--- src/rtl/tx_desc_fetch_if.sv ---
// Bus bundle for the TX descriptor fetcher: primary-controller control,
// memory read port, downstream hand-off and debug state.
interface tx_desc_fetch_if;
    // Primary controller
    logic        pcTrigTxListProc;
    logic [31:0] pcStatusPtr;
    logic        trigTxPCHalt_p;
    logic        trigTxPCDead_p;
    logic        updPCStaPtr_p;
    logic [31:0] nxtDescPtr;
    // Memory read port
    logic        rdReq;
    logic [31:0] rdAddr;
    logic        rdGrant;
    logic        rdDataValid;
    logic [31:0] rdData;
    logic        rdError;
    // Downstream frame hand-off
    logic        descValid;
    logic [31:0] dataStartPtr;
    logic [31:0] dataEndPtr;
    logic [15:0] frameLen;
    logic        descDone_p;
    // Debug
    logic [2:0]  descFetchState;

    // Fetch engine side
    modport master (
        input  pcTrigTxListProc, pcStatusPtr, rdGrant, rdDataValid, rdData,
               rdError, descDone_p,
        output trigTxPCHalt_p, trigTxPCDead_p, updPCStaPtr_p, nxtDescPtr,
               rdReq, rdAddr, descValid, dataStartPtr, dataEndPtr, frameLen,
               descFetchState
    );

    // Controller / memory / consumer side
    modport slave (
        output pcTrigTxListProc, pcStatusPtr, rdGrant, rdDataValid, rdData,
               rdError, descDone_p,
        input  trigTxPCHalt_p, trigTxPCDead_p, updPCStaPtr_p, nxtDescPtr,
               rdReq, rdAddr, descValid, dataStartPtr, dataEndPtr, frameLen,
               descFetchState
    );
endinterface

--- src/rtl/tx_desc_fetch.sv ---
// TX descriptor fetcher: reads a 4-word descriptor one beat at a time,
// validates it, hands the frame window downstream and reports the next
// descriptor pointer (or halt / fatal error) to the primary controller.
module tx_desc_fetch (
    input  logic             macPITxClk,
    input  logic             macPITxClkHardRst_n,
    input  logic             macPITxClkSoftRst_n,
    tx_desc_fetch_if.master  desc_if
);

    localparam logic [2:0] S_IDLE    = 3'd0;
    localparam logic [2:0] S_REQ     = 3'd1;
    localparam logic [2:0] S_WAIT    = 3'd2;
    localparam logic [2:0] S_CHECK   = 3'd3;
    localparam logic [2:0] S_HANDOFF = 3'd4;
    localparam logic [2:0] S_UPDATE  = 3'd5;
    localparam logic [2:0] S_DEAD    = 3'd6;

    localparam logic [31:0] DESC_PATTERN = 32'hCAFE_BABE;

    logic [2:0]  r_state;
    logic [31:0] r_base;
    logic [1:0]  r_word_cnt;
    logic        r_abort;
    logic [31:0] r_rd_addr;
    logic [31:0] r_w0, r_w1, r_w2, r_w3;
    logic [15:0] r_frame_len;
    logic [31:0] r_nxt_desc_ptr;
    logic        r_upd_p, r_halt_p, r_dead_p;

    logic        w_ptr_ok;
    logic [1:0]  w_next_cnt;
    logic [31:0] w_next_addr;
    logic [31:0] w_diff;
    logic        w_desc_bad;

    // Pointer validation, next beat address and descriptor sanity checks
    always_comb begin
        // NOTE: every always_comb output gets a value on every path so no latch is inferred.
        w_ptr_ok    = (desc_if.pcStatusPtr[1:0] == 2'b00) && (desc_if.pcStatusPtr[31:2] != 30'd0);
        w_next_cnt  = r_word_cnt + 2'd1;
        w_next_addr = r_base + {28'd0, w_next_cnt, 2'b00};
        w_diff      = r_w3 - r_w2;
        w_desc_bad  = (r_w0 != DESC_PATTERN) || (r_w3 < r_w2) || (w_diff > 32'h0000_FFFE);
    end

    // Fetch FSM with hard (async) and soft (sync, highest priority) reset
    always_ff @(posedge macPITxClk or negedge macPITxClkHardRst_n) begin
        if (!macPITxClkHardRst_n) begin
            r_state        <= S_IDLE;
            r_base         <= 32'h0;
            r_word_cnt     <= 2'd0;
            r_abort        <= 1'b0;
            r_rd_addr      <= 32'h0;
            // NOTE: descriptor words are reset because two of them drive dataStartPtr/dataEndPtr directly.
            r_w0           <= 32'h0;
            r_w1           <= 32'h0;
            r_w2           <= 32'h0;
            r_w3           <= 32'h0;
            r_frame_len    <= 16'h0;
            r_nxt_desc_ptr <= 32'h0;
            r_upd_p        <= 1'b0;
            r_halt_p       <= 1'b0;
            r_dead_p       <= 1'b0;
        end else if (!macPITxClkSoftRst_n) begin
            r_state        <= S_IDLE;
            r_base         <= 32'h0;
            r_word_cnt     <= 2'd0;
            r_abort        <= 1'b0;
            r_rd_addr      <= 32'h0;
            r_w0           <= 32'h0;
            r_w1           <= 32'h0;
            r_w2           <= 32'h0;
            r_w3           <= 32'h0;
            r_frame_len    <= 16'h0;
            r_nxt_desc_ptr <= 32'h0;
            r_upd_p        <= 1'b0;
            r_halt_p       <= 1'b0;
            r_dead_p       <= 1'b0;
        end else begin
            // NOTE: sequential state uses non-blocking assignments so every flop samples pre-edge values.
            r_upd_p  <= 1'b0;
            r_halt_p <= 1'b0;
            r_dead_p <= 1'b0;
            case (r_state)
                S_IDLE: begin
                    if (desc_if.pcTrigTxListProc) begin
                        if (w_ptr_ok) begin
                            r_base     <= desc_if.pcStatusPtr;
                            r_rd_addr  <= desc_if.pcStatusPtr;
                            r_word_cnt <= 2'd0;
                            r_abort    <= 1'b0;
                            r_state    <= S_REQ;
                        end else begin
                            r_dead_p <= 1'b1;
                            r_state  <= S_DEAD;
                        end
                    end
                end
                S_REQ: begin
                    // Once granted the beat must complete; before that it may be withdrawn.
                    if (desc_if.rdGrant) begin
                        r_abort <= !desc_if.pcTrigTxListProc;
                        r_state <= S_WAIT;
                    end else if (!desc_if.pcTrigTxListProc) begin
                        r_state <= S_IDLE;
                    end
                end
                S_WAIT: begin
                    if (!desc_if.pcTrigTxListProc) begin
                        r_abort <= 1'b1;
                    end
                    if (desc_if.rdDataValid) begin
                        if (desc_if.rdError) begin
                            r_dead_p <= 1'b1;
                            r_state  <= S_DEAD;
                        end else begin
                            case (r_word_cnt)
                                2'd0:    r_w0 <= desc_if.rdData;
                                2'd1:    r_w1 <= desc_if.rdData;
                                2'd2:    r_w2 <= desc_if.rdData;
                                default: r_w3 <= desc_if.rdData;
                            endcase
                            if (r_abort || !desc_if.pcTrigTxListProc) begin
                                r_state <= S_IDLE;
                            end else if (r_word_cnt != 2'd3) begin
                                r_word_cnt <= w_next_cnt;
                                r_rd_addr  <= w_next_addr;
                                r_state    <= S_REQ;
                            end else begin
                                r_state <= S_CHECK;
                            end
                        end
                    end
                end
                S_CHECK: begin
                    if (w_desc_bad) begin
                        r_dead_p <= 1'b1;
                        r_state  <= S_DEAD;
                    end else begin
                        r_frame_len <= w_diff[15:0] + 16'd1;
                        r_state     <= S_HANDOFF;
                    end
                end
                S_HANDOFF: begin
                    if (desc_if.descDone_p) begin
                        r_nxt_desc_ptr <= r_w1;
                        r_upd_p        <= 1'b1;
                        r_halt_p       <= (r_w1 == 32'h0);
                        r_state        <= S_UPDATE;
                    end
                end
                S_UPDATE: r_state <= S_IDLE;
                S_DEAD:   r_state <= S_DEAD;
                default:  r_state <= S_IDLE;
            endcase
        end
    end

    assign desc_if.rdReq          = (r_state == S_REQ);
    assign desc_if.rdAddr         = r_rd_addr;
    assign desc_if.descValid      = (r_state == S_HANDOFF);
    assign desc_if.dataStartPtr   = r_w2;
    assign desc_if.dataEndPtr     = r_w3;
    assign desc_if.frameLen       = r_frame_len;
    assign desc_if.nxtDescPtr     = r_nxt_desc_ptr;
    assign desc_if.updPCStaPtr_p  = r_upd_p;
    assign desc_if.trigTxPCHalt_p = r_halt_p;
    assign desc_if.trigTxPCDead_p = r_dead_p;
    assign desc_if.descFetchState = r_state;

endmodule

--- src/flat_wrapper.sv ---
// flat-port wrapper written by rule: the top's interface ports become plain ports
module tx_desc_fetch_flat 
  (macPITxClk, macPITxClkHardRst_n, macPITxClkSoftRst_n, desc_if_pcTrigTxListProc, desc_if_pcStatusPtr, desc_if_rdGrant, desc_if_rdDataValid, desc_if_rdData, desc_if_rdError, desc_if_descDone_p, desc_if_trigTxPCHalt_p, desc_if_trigTxPCDead_p, desc_if_updPCStaPtr_p, desc_if_nxtDescPtr, desc_if_rdReq, desc_if_rdAddr, desc_if_descValid, desc_if_dataStartPtr, desc_if_dataEndPtr, desc_if_frameLen, desc_if_descFetchState);
  tx_desc_fetch_if desc_if_i ();
  input  logic macPITxClk;
  input  logic macPITxClkHardRst_n;
  input  logic macPITxClkSoftRst_n;
  input wire logic [$bits(desc_if_i.pcTrigTxListProc)-1:0] desc_if_pcTrigTxListProc;
  input wire logic [$bits(desc_if_i.pcStatusPtr)-1:0] desc_if_pcStatusPtr;
  input wire logic [$bits(desc_if_i.rdGrant)-1:0] desc_if_rdGrant;
  input wire logic [$bits(desc_if_i.rdDataValid)-1:0] desc_if_rdDataValid;
  input wire logic [$bits(desc_if_i.rdData)-1:0] desc_if_rdData;
  input wire logic [$bits(desc_if_i.rdError)-1:0] desc_if_rdError;
  input wire logic [$bits(desc_if_i.descDone_p)-1:0] desc_if_descDone_p;
  output wire logic [$bits(desc_if_i.trigTxPCHalt_p)-1:0] desc_if_trigTxPCHalt_p;
  output wire logic [$bits(desc_if_i.trigTxPCDead_p)-1:0] desc_if_trigTxPCDead_p;
  output wire logic [$bits(desc_if_i.updPCStaPtr_p)-1:0] desc_if_updPCStaPtr_p;
  output wire logic [$bits(desc_if_i.nxtDescPtr)-1:0] desc_if_nxtDescPtr;
  output wire logic [$bits(desc_if_i.rdReq)-1:0] desc_if_rdReq;
  output wire logic [$bits(desc_if_i.rdAddr)-1:0] desc_if_rdAddr;
  output wire logic [$bits(desc_if_i.descValid)-1:0] desc_if_descValid;
  output wire logic [$bits(desc_if_i.dataStartPtr)-1:0] desc_if_dataStartPtr;
  output wire logic [$bits(desc_if_i.dataEndPtr)-1:0] desc_if_dataEndPtr;
  output wire logic [$bits(desc_if_i.frameLen)-1:0] desc_if_frameLen;
  output wire logic [$bits(desc_if_i.descFetchState)-1:0] desc_if_descFetchState;
  assign desc_if_i.pcTrigTxListProc = desc_if_pcTrigTxListProc;
  assign desc_if_i.pcStatusPtr = desc_if_pcStatusPtr;
  assign desc_if_i.rdGrant = desc_if_rdGrant;
  assign desc_if_i.rdDataValid = desc_if_rdDataValid;
  assign desc_if_i.rdData = desc_if_rdData;
  assign desc_if_i.rdError = desc_if_rdError;
  assign desc_if_i.descDone_p = desc_if_descDone_p;
  assign desc_if_trigTxPCHalt_p = desc_if_i.trigTxPCHalt_p;
  assign desc_if_trigTxPCDead_p = desc_if_i.trigTxPCDead_p;
  assign desc_if_updPCStaPtr_p = desc_if_i.updPCStaPtr_p;
  assign desc_if_nxtDescPtr = desc_if_i.nxtDescPtr;
  assign desc_if_rdReq = desc_if_i.rdReq;
  assign desc_if_rdAddr = desc_if_i.rdAddr;
  assign desc_if_descValid = desc_if_i.descValid;
  assign desc_if_dataStartPtr = desc_if_i.dataStartPtr;
  assign desc_if_dataEndPtr = desc_if_i.dataEndPtr;
  assign desc_if_frameLen = desc_if_i.frameLen;
  assign desc_if_descFetchState = desc_if_i.descFetchState;
  tx_desc_fetch u_core (.macPITxClk(macPITxClk), .macPITxClkHardRst_n(macPITxClkHardRst_n), .macPITxClkSoftRst_n(macPITxClkSoftRst_n), .desc_if(desc_if_i));
endmodule
--- config.mk ---
export PLATFORM = sky130hd
export DESIGN_NAME = tx_desc_fetch_flat
export DESIGN_NICKNAME = d
export VERILOG_FILES = /design/src/rtl/tx_desc_fetch_if.sv /design/src/rtl/tx_desc_fetch.sv /design/src/flat_wrapper.sv
export SDC_FILE = /design/constraint.sdc
export NUM_CORES = 1
export LEC_CHECK = 0
export CORE_MARGIN = 5
export CORE_UTILIZATION = 39
export CTS_BUF_LIST = sky130_fd_sc_hd__clkbuf_2
export DETAILED_ROUTE_END_ITERATION = 10
export SYNTH_ARGS = -nofsm -noshare
export SYNTH_HDL_FRONTEND = slang
export SYNTH_SLANG_ARGS = --single-unit
--- constraint.sdc ---
create_clock -name macPITxClk -period 7.1 [get_ports macPITxClk]
set_clock_uncertainty 0.15 [all_clocks]
set_input_delay 1.42 -clock macPITxClk [delete_from_list [all_inputs] [get_ports macPITxClk]]
set_output_delay 1.42 -clock macPITxClk [all_outputs]
set_load 0.05 [all_outputs]
==> results of run 1 <==
## layout by cell type, fill, tap and decap left out, types with 33 or more instances in the layout
cell	instances
sky130_fd_sc_hd__a21oi_1	71
sky130_fd_sc_hd__clkbuf_2	97
sky130_fd_sc_hd__clkdlybuf4s50_1	221
sky130_fd_sc_hd__o21ai_0	172
sky130_fd_sc_hd__ha_1	40
sky130_fd_sc_hd__inv_1	51
sky130_fd_sc_hd__a22o_1	43
sky130_fd_sc_hd__nand3_1	33
sky130_fd_sc_hd__nor2_1	58
sky130_fd_sc_hd__nand2_1	335
sky130_fd_sc_hd__dfrtp_1	249
## metal layers
layer  wire length, um  part of all wire, %  vias to the layer above  track usage (%)
li1                  -                    -                     5587                -
met1             17700                   43                     5580             29.2
met2             19100                   47                      376             35.1
met3              3250                  7.9                       65             6.33
met4               947                  2.3                        4             7.19
met5                25                0.061                        -                0
## state kept, by name, summed over array words and instances, names as in the netlist, 3 cells and up
name                           flops
u_core.desc_if.rdAddr             32
u_core.desc_if.dataStartPtr       32
u_core.r_w1                       32
u_core.r_w0                       32
u_core.desc_if.dataEndPtr         32
u_core.r_base                     32
u_core.desc_if.nxtDescPtr         32
u_core.desc_if.frameLen           16
u_core.desc_if.descFetchState      3
## power by group through the flow
stage | registers, mW | logic, mW | clock network (mW)
after detailed placement | 1.74 | 1.58 | 0
after global placement | 1.74 | 1.58 | 0
final | 1.72 | 1.58 | 1.01
after floorplan | 2.04 | 0.720 | 0
after global routing | 1.74 | 1.71 | 1.12
after CTS | 1.72 | 1.59 | 1.05
## worst register-to-register path, cell delays in order (launching register included)
cell and delay, ns:
sky130_fd_sc_hd__dfrtp_1 0.39, sky130_fd_sc_hd__inv_1 0.05, sky130_fd_sc_hd__ha_1 0.22, sky130_fd_sc_hd__fa_1 0.40
sky130_fd_sc_hd__nor2b_1 0.22, sky130_fd_sc_hd__o2111ai_2 0.18, sky130_fd_sc_hd__a31oi_1 0.40, sky130_fd_sc_hd__xnor2_1 0.25
sky130_fd_sc_hd__nor4bb_2 0.12, sky130_fd_sc_hd__and2_4 0.19, sky130_fd_sc_hd__and3_1 0.18, sky130_fd_sc_hd__a2111oi_4 0.48
sky130_fd_sc_hd__nand4_4 0.42, sky130_fd_sc_hd__mux2i_1 0.29
## logic make-up (layout without fill, tap and decap cells)
family                     after synthesis  after routing  share of synthesized area [%]
xor gates and xnor gates                60             60                           4.04
adders and majority gates               42             42                           4.16
DFF                                    249            249                           47.9
buffers and inverters                  135            402                           4.09
AOI/OAI and AO/OA                      393            393                           18.7
muxes                                   22             22                           1.69
other                                    0              1                              0
and+or+nand+nor                        556            556                           19.4
## cell type report
| type | count | area, um2 | share of cell area, % |
|---|---|---|---|
| Multi-Input combinational cell | 1073 | 6320 | 38.9 |
| Sequential cell | 249 | 6230 | 38.4 |
| Timing Repair Buffer | 237 | 2350 | 14.5 |
| Inverter | 52 | 195 | 1.20 |
| Tap cell | 442 | 553 | 3.41 |
| Antenna cell | 1 | 2.50 | 0.0154 |
| Clock buffer | 97 | 485 | 2.99 |
| Clock inverter | 16 | 90.1 | 0.555 |
## worst paths after layout
path | slack [ns] | cells after the start | endpoint
setup reg to reg | 3.05 | 13 | u_core.desc_if.frameLen[7]
hold reg to reg | 0.33 | 2 | u_core.r_w0[24]
hold / removal | 0.33 | 2 | u_core.r_w0[24]
setup / recovery | 2.61 | 3 | desc_if_descValid
max in group asynchronous | 5.03 | 2 | u_core.r_base[28]
min in group asynchronous | 0.53 | 1 | u_core.desc_if.dataEndPtr[31]
==> impl_table.tex, run 1 <==
\begin{tabular}{lr}
\hline
Metric & Value \\
\hline
\multicolumn{2}{l}{\textbf{Critical path}} \\
Crit end category & output port \\
Largest fanout on the critical path & 14 \\
Critical path launch point & u\_core.desc\_if.descFetchState[2] \\
Chain of cells forming the critical path & nor2b\_1 > nor2b\_1 > clkdlybuf4s50\_1 \\
Slowest-stage cell, CP & sky130\_fd\_sc\_hd\_\_clkdlybuf4s50\_1 \\
Critical setup path kind & flop to output port \\
Sum of buffers and inverters on the critical path & 1 \\
CP dominant cell by count & sky130\_fd\_sc\_hd\_\_nor2b\_1 \\
Required time at the worst-slack endpoint & approximately 5.5 ns \\
Beginning of the worst register-to-register path & u\_core.desc\_if.dataEndPtr[0] \\
Critical Path Max Stage Delay & 0.93 ns \\
Arrival time of data at the critical path endpoint & 2.92 ns \\
Cell class contributing the biggest share of worst-path delay & buffers and inverters \\
Kind of launch point of the worst setup path & flop \\
\multicolumn{2}{l}{\textbf{Power}} \\
Total Power Consumption & between 4 and 5 mW \\
Cell Int Power & 2.50 mW \\
Share of total power in sequential cells & between 30\% and 40\% \\
LEAKAGE & $\sim$7 nW \\
Part of the total power dissipated in the clock network & 23.3\% \\
Proportion of total power due to net switching & a little over two fifths \\
Largest voltage drop on the vdd net & $\sim$0.00018 V \\
Net switching power figure & $\sim$1.8 mW \\
Logic pwr share & approximately 37\% \\
Power density cells & between 200 and 300 mW/mm2 \\
\multicolumn{2}{l}{\textbf{Yosys}} \\
Area leader, netlist & sky130\_fd\_sc\_hd\_\_dfrtp\_1 \\
Fraction of synthesized cell area taken by the top area cell type & between 40\% and 50\% \\
Synthesis warning total & 0 \\
Net count after synthesis & about 1600 \\
Yosys cell types & 72 \\
Sequential cell area fraction in the yosys report & between 40\% and 50\% \\
Dominant cells by area after synthesis & sky130\_fd\_sc\_hd\_\_dfrtp\_1, sky130\_fd\_sc\_hd\_\_nand2\_1, sky130\_fd\_sc\_hd\_\_o21ai\_0 \\
Synth cell count leaders & sky130\_fd\_sc\_hd\_\_nand2\_1, sky130\_fd\_sc\_hd\_\_dfrtp\_1, sky130\_fd\_sc\_hd\_\_o21ai\_0 \\
Post-synthesis register bit count & about 250 \\
Mapped Cells & 1457 \\
Share of async-settable or async-resettable flops after synthesis & 100\% \\
Netlist Area Pre-Place & 0.0130 mm2 \\
Mean cell area of the mapped netlist & 8.92 um2 \\
Post-synth EDFFs & 0 \\
Most instantiated library cell after synthesis & sky130\_fd\_sc\_hd\_\_nand2\_1 \\
Most frequently used flop master after synthesis & sky130\_fd\_sc\_hd\_\_dfrtp\_1 \\
\multicolumn{2}{l}{\textbf{Placed design}} \\
Setup slack at placement & around 2.2 ns \\
HPWL after detailed placement & between 30 and 40 mm \\
Number of port buffers & 223 \\
GPL Wtd Cong & slightly above 0.9 \\
Post-Place Cell Area & around 0.016 mm2 \\
Total placed cells including tap cells & about 2000 \\
\multicolumn{2}{l}{\textbf{Die}} \\
Boundary Pins & $\sim$220 \\
Width of the die & 193 um \\
Initial standard-cell utilization of the core & about 40\% \\
Number of standard-cell rows in the floorplan & 66 \\
Std-Cell Core Area & roughly 0.033 mm2 \\
Floorplan die area & 0.0371 mm2 \\
Overall die height & between 150 and 200 um \\
\multicolumn{2}{l}{\textbf{STA}} \\
Tcrit/Tclk final & between 60\% and 70\% \\
Relative slew margins & between 30 and 40\% \\
Fin Setup TNS & 0 ns \\
Shortest clock period the worst path allows after layout & around 4.5 ns \\
Maximum clock rate & roughly 220 MHz \\
Hold slack & approximately 0.33 ns \\
RSZ-0062 raised after global routing & no \\
Final WS setup & 2.61 ns \\
Number of hold violations in the final report & 0 \\
Final Slew Violations & 0 \\
Setup Viol. Count Final & 0 \\
Transition time of the tightest slew-check pin & $\sim$0.99 ns \\
\multicolumn{2}{l}{\textbf{Detailed routing}} \\
Count of vias placed by the detailed router & 11600 \\
Pre-antenna DRT Iters & 5 \\
Routed len/inst & between 15 and 20 um \\
Drt via density & about 5.4 \\
Total Wirelength & around 41 mm \\
Post-DRT Antenna Nets & 0 \\
First DRT Iteration DRCs & 680 \\
DRC errors left & 0 \\
\multicolumn{2}{l}{\textbf{Clocking}} \\
Hold\_buf cts & 0 \\
Number of H-tree levels & 3 \\
Clock Sinks & around 250 \\
Worst-case clock buffer depth & 3 \\
Skew-Pair Late Insertion Delay & 0.88 ns \\
Library cell used as clock root buffer & sky130\_fd\_sc\_hd\_\_clkbuf\_2 \\
Number of instances resized during post-cts repair & 0 \\
Buffer count from post-CTS setup fixing & 0 \\
CTS tree & built \\
TritonCTS Buffers & about 70 \\
Register clock-pin slew on the reported worst setup and hold paths & about 0.090 ns \\
\multicolumn{2}{l}{\textbf{Final layout}} \\
P\&R area growth vs syn & 24.8\% \\
Fraction of layout cells with a size suffix above 1 & 8.00\% \\
Core Util, Final & 49.6\% \\
Cell area after layout & approximately 0.016 mm2 \\
Non-filler instance count after layout & approximately 2200 \\
Fill cell count & 3252 \\
\# nets final & 1796 \\
\multicolumn{2}{l}{\textbf{GRT}} \\
Number of global-route vias before repair & 11500 \\
Overflow left after global routing & 0 \\
Wire length of the first global-routing pass & 64.3 mm \\
Pin count of the biggest net entering global routing & 130 \\
Initial antenna violation count & 5 \\
GRT Total Usage & 22.1\% \\
\multicolumn{2}{l}{\textbf{Run status}} \\
Result of the run & completed \\
\multicolumn{2}{l}{\textbf{Min path}} \\
Path type of the worst min-delay path & flop to flop \\
Beginning of the worst hold path & u\_core.r\_w0[24] \\
\multicolumn{2}{l}{\textbf{Run}} \\
Max-cap check violation count & 0 \\
\hline
\end{tabular}
Power figures use the tool's default switching activity.
==> run 2, diff against run 1 <==
==> constraint.sdc (replaced) <==
create_clock -name macPITxClk -period 4.2 [get_ports macPITxClk]
set_clock_uncertainty 0.15 [all_clocks]
set_input_delay 0.84 -clock macPITxClk [delete_from_list [all_inputs] [get_ports macPITxClk]]
set_output_delay 0.84 -clock macPITxClk [all_outputs]
set_load 0.05 [all_outputs]
==> impl_table.tex, run 2 (synthesized netlist as in run 1, its figures left out) <==
\begin{tabular}{lr}
\hline
Metric & Value \\
\hline
\multicolumn{2}{l}{\textbf{Clocking}} \\
CTS tree & built \\
Number of H-tree levels & 3 \\
Clock Sinks & 249 \\
Skew-Pair Late Insertion Delay & 0.86 ns \\
TritonCTS Buffers & 70 \\
Library cell used as clock root buffer & sky130\_fd\_sc\_hd\_\_clkbuf\_2 \\
Worst-case clock buffer depth & 3 \\
Register clock-pin slew on the reported worst setup and hold paths & 0.09 ns \\
\multicolumn{2}{l}{\textbf{Die}} \\
Floorplan die area & around 0.037 mm2 \\
Initial standard-cell utilization of the core & 39.8\% \\
Number of standard-cell rows in the floorplan & 66 \\
Std-Cell Core Area & between 0.03 and 0.04 mm2 \\
Overall die height & just under 200 um \\
Boundary Pins & 224 \\
Width of the die & 193 um \\
\multicolumn{2}{l}{\textbf{Detailed routing}} \\
Drt via density & $\sim$5.3 \\
First DRT Iteration DRCs & roughly 840 \\
Post-DRT Antenna Nets & 0 \\
Total Wirelength & $\sim$42 mm \\
Count of vias placed by the detailed router & about 12000 \\
Pre-antenna DRT Iters & 6 \\
Routed len/inst & 19.2 um \\
DRC errors left & 0 \\
\multicolumn{2}{l}{\textbf{Power}} \\
Part of the total power dissipated in the clock network & roughly 25\% \\
Proportion of total power due to net switching & just over 40\% \\
Power density cells & roughly 460 mW/mm2 \\
Total Power Consumption & about 7.5 mW \\
Net switching power figure & a little over 3 mW \\
Cell Int Power & 4.44 mW \\
Largest voltage drop on the vdd net & between 0.0002 and 0.00025 V \\
LEAKAGE & between 7 and 8 nW \\
Share of total power in sequential cells & 38.2\% \\
Logic pwr share & 36.4\% \\
\multicolumn{2}{l}{\textbf{STA}} \\
Shortest clock period the worst path allows after layout & 3.94 ns \\
Number of hold violations in the final report & 0 \\
Maximum clock rate & roughly 250 MHz \\
Hold slack & around 0.33 ns \\
Final Slew Violations & 0 \\
Setup Viol. Count Final & 0 \\
Transition time of the tightest slew-check pin & between 0.9 and 1 ns \\
Relative slew margins & a little over a third \\
Tcrit/Tclk final & 93.8\% \\
\multicolumn{2}{l}{\textbf{Critical path}} \\
Largest fanout on the critical path & 14 \\
Beginning of the worst register-to-register path & u\_core.desc\_if.dataEndPtr[0] \\
Arrival time of data at the critical path endpoint & a little under 3 ns \\
Reg-to-reg setup timing slack & about 0.30 ns \\
Crit end category & output port \\
Critical setup path kind & flop to output port \\
Kind of launch point of the worst setup path & flop \\
Required time at the worst-slack endpoint & $\sim$3.2 ns \\
Depth of the worst register-to-register path & 12 \\
Reg-to-reg endpoint & u\_core.desc\_if.frameLen[3] \\
\multicolumn{2}{l}{\textbf{Placed design}} \\
GPL Wtd Cong & 0.960 \\
Post-Place Cell Area & about 0.016 mm2 \\
HPWL after detailed placement & approximately 31 mm \\
Number of port buffers & 223 \\
\multicolumn{2}{l}{\textbf{GRT}} \\
Initial antenna violation count & 6 \\
Overflow left after global routing & 0 \\
Number of global-route vias before repair & 11700 \\
Global-route track usage on met1 & $\sim$30\% \\
Wire length of the first global-routing pass & about 66 mm \\
Fraction of met2 tracks used by global routing & between 30\% and 40\% \\
GRT Total Usage & around 23\% \\
Pin count of the biggest net entering global routing & between 90 and 100 \\
Met3 demand-to-capacity share in global routing & 6.80\% \\
Layer carrying the most global-route usage & met2 \\
\multicolumn{2}{l}{\textbf{Final layout}} \\
Most common cell after layout, fill and taps aside & sky130\_fd\_sc\_hd\_\_nand2\_1 \\
Cell area after layout & between 0.015 and 0.02 mm2 \\
\# nets final & $\sim$1800 \\
Fill cell count & 3204 \\
Fraction of layout cells with a size suffix above 1 & 8.90\% \\
P\&R area growth vs syn & 26.4\% \\
Commonest cells after routing, fill and taps aside & sky130\_fd\_sc\_hd\_\_nand2\_1, sky130\_fd\_sc\_hd\_\_dfrtp\_1, sky130\_fd\_sc\_hd\_\_clkdlybuf4s50\_1 \\
\multicolumn{2}{l}{\textbf{Run status}} \\
Result of the run & completed \\
\multicolumn{2}{l}{\textbf{Min path}} \\
Beginning of the worst hold path & u\_core.r\_w0[11] \\
Path type of the worst min-delay path & flop to flop \\
Worst hold path depth & 2 \\
Endpoint, Worst Hold & u\_core.r\_w0[11] \\
\multicolumn{2}{l}{\textbf{Run}} \\
Max-cap check violation count & 0 \\
\hline
\end{tabular}
run 2: how the worst max path moves through the flow:
stage	startpoint	to	slack (ns)
2_1_floorplan	u_core.desc_if.dataEndPtr[0]	u_core.desc_if.frameLen[5]	0.43
3_3_place_gp	u_core.desc_if.dataEndPtr[0]	u_core.desc_if.frameLen[1]	0.34
3_5_place_dp	u_core.desc_if.dataEndPtr[0]	u_core.desc_if.frameLen[7]	0.32
4_1_cts	u_core.desc_if.descFetchState[2]	desc_if_descValid	0.16
5_1_grt	u_core.desc_if.descFetchState[2]	desc_if_descValid	-0.003
6_report	u_core.desc_if.descFetchState[2]	desc_if_descValid	0.26
run 2: final cells by class:
type	instances	area (um2)	share of cell area, %
repair buffers	251	2460	15.0
flip-flops and latches	249	6230	37.9
diodes	2	5.00	0.0305
clock buffers	97	485	2.95
well taps	442	553	3.37
inverters	52	195	1.19
clock inverters	19	181	1.10
multi-input cells	1073	6320	38.5
run 2: power groups by stage:
stage / Sequential [mW] / Clock, mW / Combinational [mW]
floorplan: 3.45 / 0 / 1.22
global placement: 2.91 / 0 / 2.73
detailed placement: 2.91 / 0 / 2.72
CTS: 2.87 / 1.99 / 2.73
global route: 2.91 / 2.11 / 2.95
finish: 2.87 / 1.91 / 2.73
run 2: repair_timing:
item	4_1_cts	5_1_grt
buffers inserted	0	0
hold endpoints to repair	76	0
hold buffers	1	0
resized for setup	0	1
setup endpoints to repair	0	8
run 2: through the flow:
step | cells | setup slack, ns | util, % | setup TNS, ns
after global placement | 2066 | 0.344 | 48.1 | 0
after floorplan | 1457 | 0.431 | - | 0
after CTS | 2183 | 0.160 | 50.2 | 0
after global routing | 2185 | -0.00310 | 50.2 | -0.00310
final | 2185 | 0.261 | 50.2 | 0
after detailed placement | 2066 | 0.324 | 48.1 | 0
run 2: routing by layer:
metal / wire length (um) / vias to the layer above
met2: 19600 / 415
li1: - / 5622
met1: 17800 / 5538
met4: 867 / 6
met5: 46 / -
met3: 3470 / 73
run 2: worst max-delay path, cell delays in order, from the launching register on:
cell                              delay, ns
sky130_fd_sc_hd__dfrtp_1               0.63
sky130_fd_sc_hd__nor2b_1               0.25
sky130_fd_sc_hd__nor2b_1               0.30
sky130_fd_sc_hd__clkdlybuf4s50_1       0.93
==> run 3, diff against run 2 <==
--- a/config.mk
+++ b/config.mk
@@ -5,7 +5,7 @@
 export SDC_FILE = /design/constraint.sdc
 export NUM_CORES = 1
 export LEC_CHECK = 0
-export CORE_MARGIN = 5
+export CORE_MARGIN = 2
 export CORE_UTILIZATION = 39
 export CTS_BUF_LIST = sky130_fd_sc_hd__clkbuf_2
 export DETAILED_ROUTE_END_ITERATION = 10
==> constraint.sdc (replaced) <==
create_clock -name macPITxClk -period 4.9 [get_ports macPITxClk]
set_clock_uncertainty 0.15 [all_clocks]
set_input_delay 0.98 -clock macPITxClk [delete_from_list [all_inputs] [get_ports macPITxClk]]
set_output_delay 0.98 -clock macPITxClk [all_outputs]
set_load 0.05 [all_outputs]
==> impl_table.tex, run 3 (synthesized netlist as in run 1, its figures left out) <==
\begin{tabular}{lr}
\hline
Metric & Value \\
\hline
\multicolumn{2}{l}{\textbf{Critical path}} \\
Sum of buffers and inverters on the critical path & 1 \\
Critical path launch point & u\_core.desc\_if.descFetchState[2] \\
Critical Path Max Stage Delay & slightly above 0.9 ns \\
Cell class contributing the biggest share of worst-path delay & buffers and inverters \\
Required time at the worst-slack endpoint & approximately 3.8 ns \\
Kind of launch point of the worst setup path & flop \\
Depth of the worst register-to-register path & 12 \\
Slowest-stage cell, CP & sky130\_fd\_sc\_hd\_\_clkdlybuf4s50\_1 \\
Crit end category & output port \\
CP dominant cell by count & sky130\_fd\_sc\_hd\_\_nor2b\_1 \\
Beginning of the worst register-to-register path & u\_core.desc\_if.dataStartPtr[5] \\
Arrival time of data at the critical path endpoint & around 2.9 ns \\
Critical setup path kind & flop to output port \\
Number of stages on the worst setup path & 3 \\
Chain of cells forming the critical path & nor2b\_1 > nor2b\_1 > clkdlybuf4s50\_1 \\
Largest fanout on the critical path & 14 \\
\multicolumn{2}{l}{\textbf{Detailed routing}} \\
DRC errors left & 0 \\
Routed len/inst & around 18 um \\
First DRT Iteration DRCs & roughly 670 \\
Total Wirelength & between 30 and 40 mm \\
Count of vias placed by the detailed router & roughly 12000 \\
Pre-antenna DRT Iters & 5 \\
Post-DRT Antenna Nets & 0 \\
Drt via density & around 5.3 \\
\multicolumn{2}{l}{\textbf{Final layout}} \\
Fraction of layout cells with a size suffix above 1 & around 8.1\% \\
Commonest cells after routing, fill and taps aside & sky130\_fd\_sc\_hd\_\_nand2\_1, sky130\_fd\_sc\_hd\_\_dfrtp\_1, sky130\_fd\_sc\_hd\_\_clkdlybuf4s50\_1 \\
Cell area after layout & between 0.015 and 0.02 mm2 \\
Core Util, Final & roughly 50\% \\
Most common cell after layout, fill and taps aside & sky130\_fd\_sc\_hd\_\_nand2\_1 \\
\# nets final & 1800 \\
P\&R area growth vs syn & 25.4\% \\
\multicolumn{2}{l}{\textbf{Power}} \\
Largest voltage drop on the vdd net & around 0.00027 V \\
LEAKAGE & a little over 7 nW \\
Power density cells & about 380 mW/mm2 \\
\multicolumn{2}{l}{\textbf{GRT}} \\
GRT Total Usage & 22.7\% \\
Pin count of the biggest net entering global routing & between 100 and 150 \\
Number of global-route vias before repair & 11500 \\
Wire length of the first global-routing pass & between 60 and 70 mm \\
Overflow left after global routing & 0 \\
Initial antenna violation count & 4 \\
\multicolumn{2}{l}{\textbf{Min path}} \\
Path type of the worst min-delay path & primary input to asynchronous set/reset pin \\
\multicolumn{2}{l}{\textbf{Clocking}} \\
Number of instances resized during post-cts repair & 0 \\
CTS tree & built \\
Buffer count from post-CTS setup fixing & 0 \\
Clock Sinks & around 250 \\
Library cell used as clock root buffer & sky130\_fd\_sc\_hd\_\_clkbuf\_2 \\
Hold\_buf cts & 0 \\
TritonCTS Buffers & 69 \\
Skew-Pair Late Insertion Delay & 0.86 ns \\
Register clock-pin slew on the reported worst setup and hold paths & approximately 0.12 ns \\
Worst-case clock buffer depth & 3 \\
Number of H-tree levels & 3 \\
\multicolumn{2}{l}{\textbf{STA}} \\
Setup Viol. Count Final & 0 \\
Tcrit/Tclk final & roughly 82\% \\
Maximum clock rate & around 250 MHz \\
RSZ-0062 raised after global routing & no \\
Relative slew margins & a little under a third \\
Fin Setup TNS & 0 ns \\
Hold slack & 0.0696 ns \\
Number of hold violations in the final report & 0 \\
Final Slew Violations & 0 \\
Transition time of the tightest slew-check pin & around 1.0 ns \\
Shortest clock period the worst path allows after layout & 4.04 ns \\
\multicolumn{2}{l}{\textbf{Die}} \\
Overall die height & roughly 190 um \\
Boundary Pins & approximately 220 \\
Floorplan die area & around 0.035 mm2 \\
Initial standard-cell utilization of the core & between 30\% and 40\% \\
Std-Cell Core Area & about 0.033 mm2 \\
Width of the die & between 150 and 200 um \\
Number of standard-cell rows in the floorplan & 66 \\
\multicolumn{2}{l}{\textbf{Placed design}} \\
GPL Wtd Cong & approximately 0.9 \\
Number of port buffers & 223 \\
HPWL after detailed placement & about 30 mm \\
Post-Place Cell Area & roughly 0.016 mm2 \\
\multicolumn{2}{l}{\textbf{Run}} \\
Max-cap check violation count & 0 \\
\multicolumn{2}{l}{\textbf{Run status}} \\
Result of the run & completed \\
\hline
\end{tabular}
[run 3: final cells by class]
cell class              instances  area [um2]
diodes                          3        7.51
clock inverters                27         144
multi-input cells            1073        6320
flip-flops and latches        249        6230
clock buffers                  91         455
well taps                     442         553
fillers                      3243       16400
inverters                      52         195
repair buffers                241        2400
[run 3: path summary, 6_finish.rpt]
| kind | slack [ns] | endpoint |
|---|---|---|
| worst min register to register | 0.33 | u_core.r_w0[11] |
| worst min-delay path | 0.07 | u_core.desc_if.dataEndPtr[30] |
| min in group macPITxClk | 0.33 | u_core.r_w0[11] |
| max in group asynchronous | 3.50 | u_core.r_base[19] |
| worst max-delay path | 0.86 | desc_if_descValid |
| worst max register to register | 0.92 | u_core.desc_if.frameLen[2] |
[run 3: worst reg2reg max path, stage by stage, from the launching register on]
cell,delay [ns]
sky130_fd_sc_hd__dfrtp_1,0.37
sky130_fd_sc_hd__inv_1,0.05
sky130_fd_sc_hd__ha_1,0.43
sky130_fd_sc_hd__nand2_1,0.12
sky130_fd_sc_hd__a2111oi_1,0.65
sky130_fd_sc_hd__nor2_1,0.13
sky130_fd_sc_hd__xor2_1,0.32
sky130_fd_sc_hd__nor4bb_2,0.12
sky130_fd_sc_hd__and2_4,0.20
sky130_fd_sc_hd__and3_1,0.18
sky130_fd_sc_hd__a2111oi_4,0.46
sky130_fd_sc_hd__nand4_4,0.42
sky130_fd_sc_hd__mux2i_1,0.31
[run 3: power breakdown]
group | internal (mW) | total, mW | leakage (nW) | switching, mW
clock network | 0.563 | 1.46 | 0.442 | 0.901
logic | 0.782 | 2.28 | 3.34 | 1.50
registers | 2.27 | 2.48 | 3.32 | 0.211
[run 3: stage by stage]
stage | setup WS (ns) | cells | total power [mW]
5_1_grt | 0.583 | 2177 | 6.61
4_1_cts | 0.784 | 2175 | 6.29
3_3_place_gp | 0.787 | 2057 | 4.80
6_report | 0.859 | 2178 | 6.23
3_5_place_dp | 0.698 | 2057 | 4.80
2_1_floorplan | 1.13 | 1457 | 4.00
[run 3: per-layer routing]
metal / track usage [%] / wire length, um / vias to the layer above
li1: - / - / 5605
met1: 30.1 / 17700 / 5617
met2: 36.6 / 18700 / 336
met3: 5.30 / 2610 / 71
met4: 7.84 / 925 / 2
met5: 0 / 13 / -
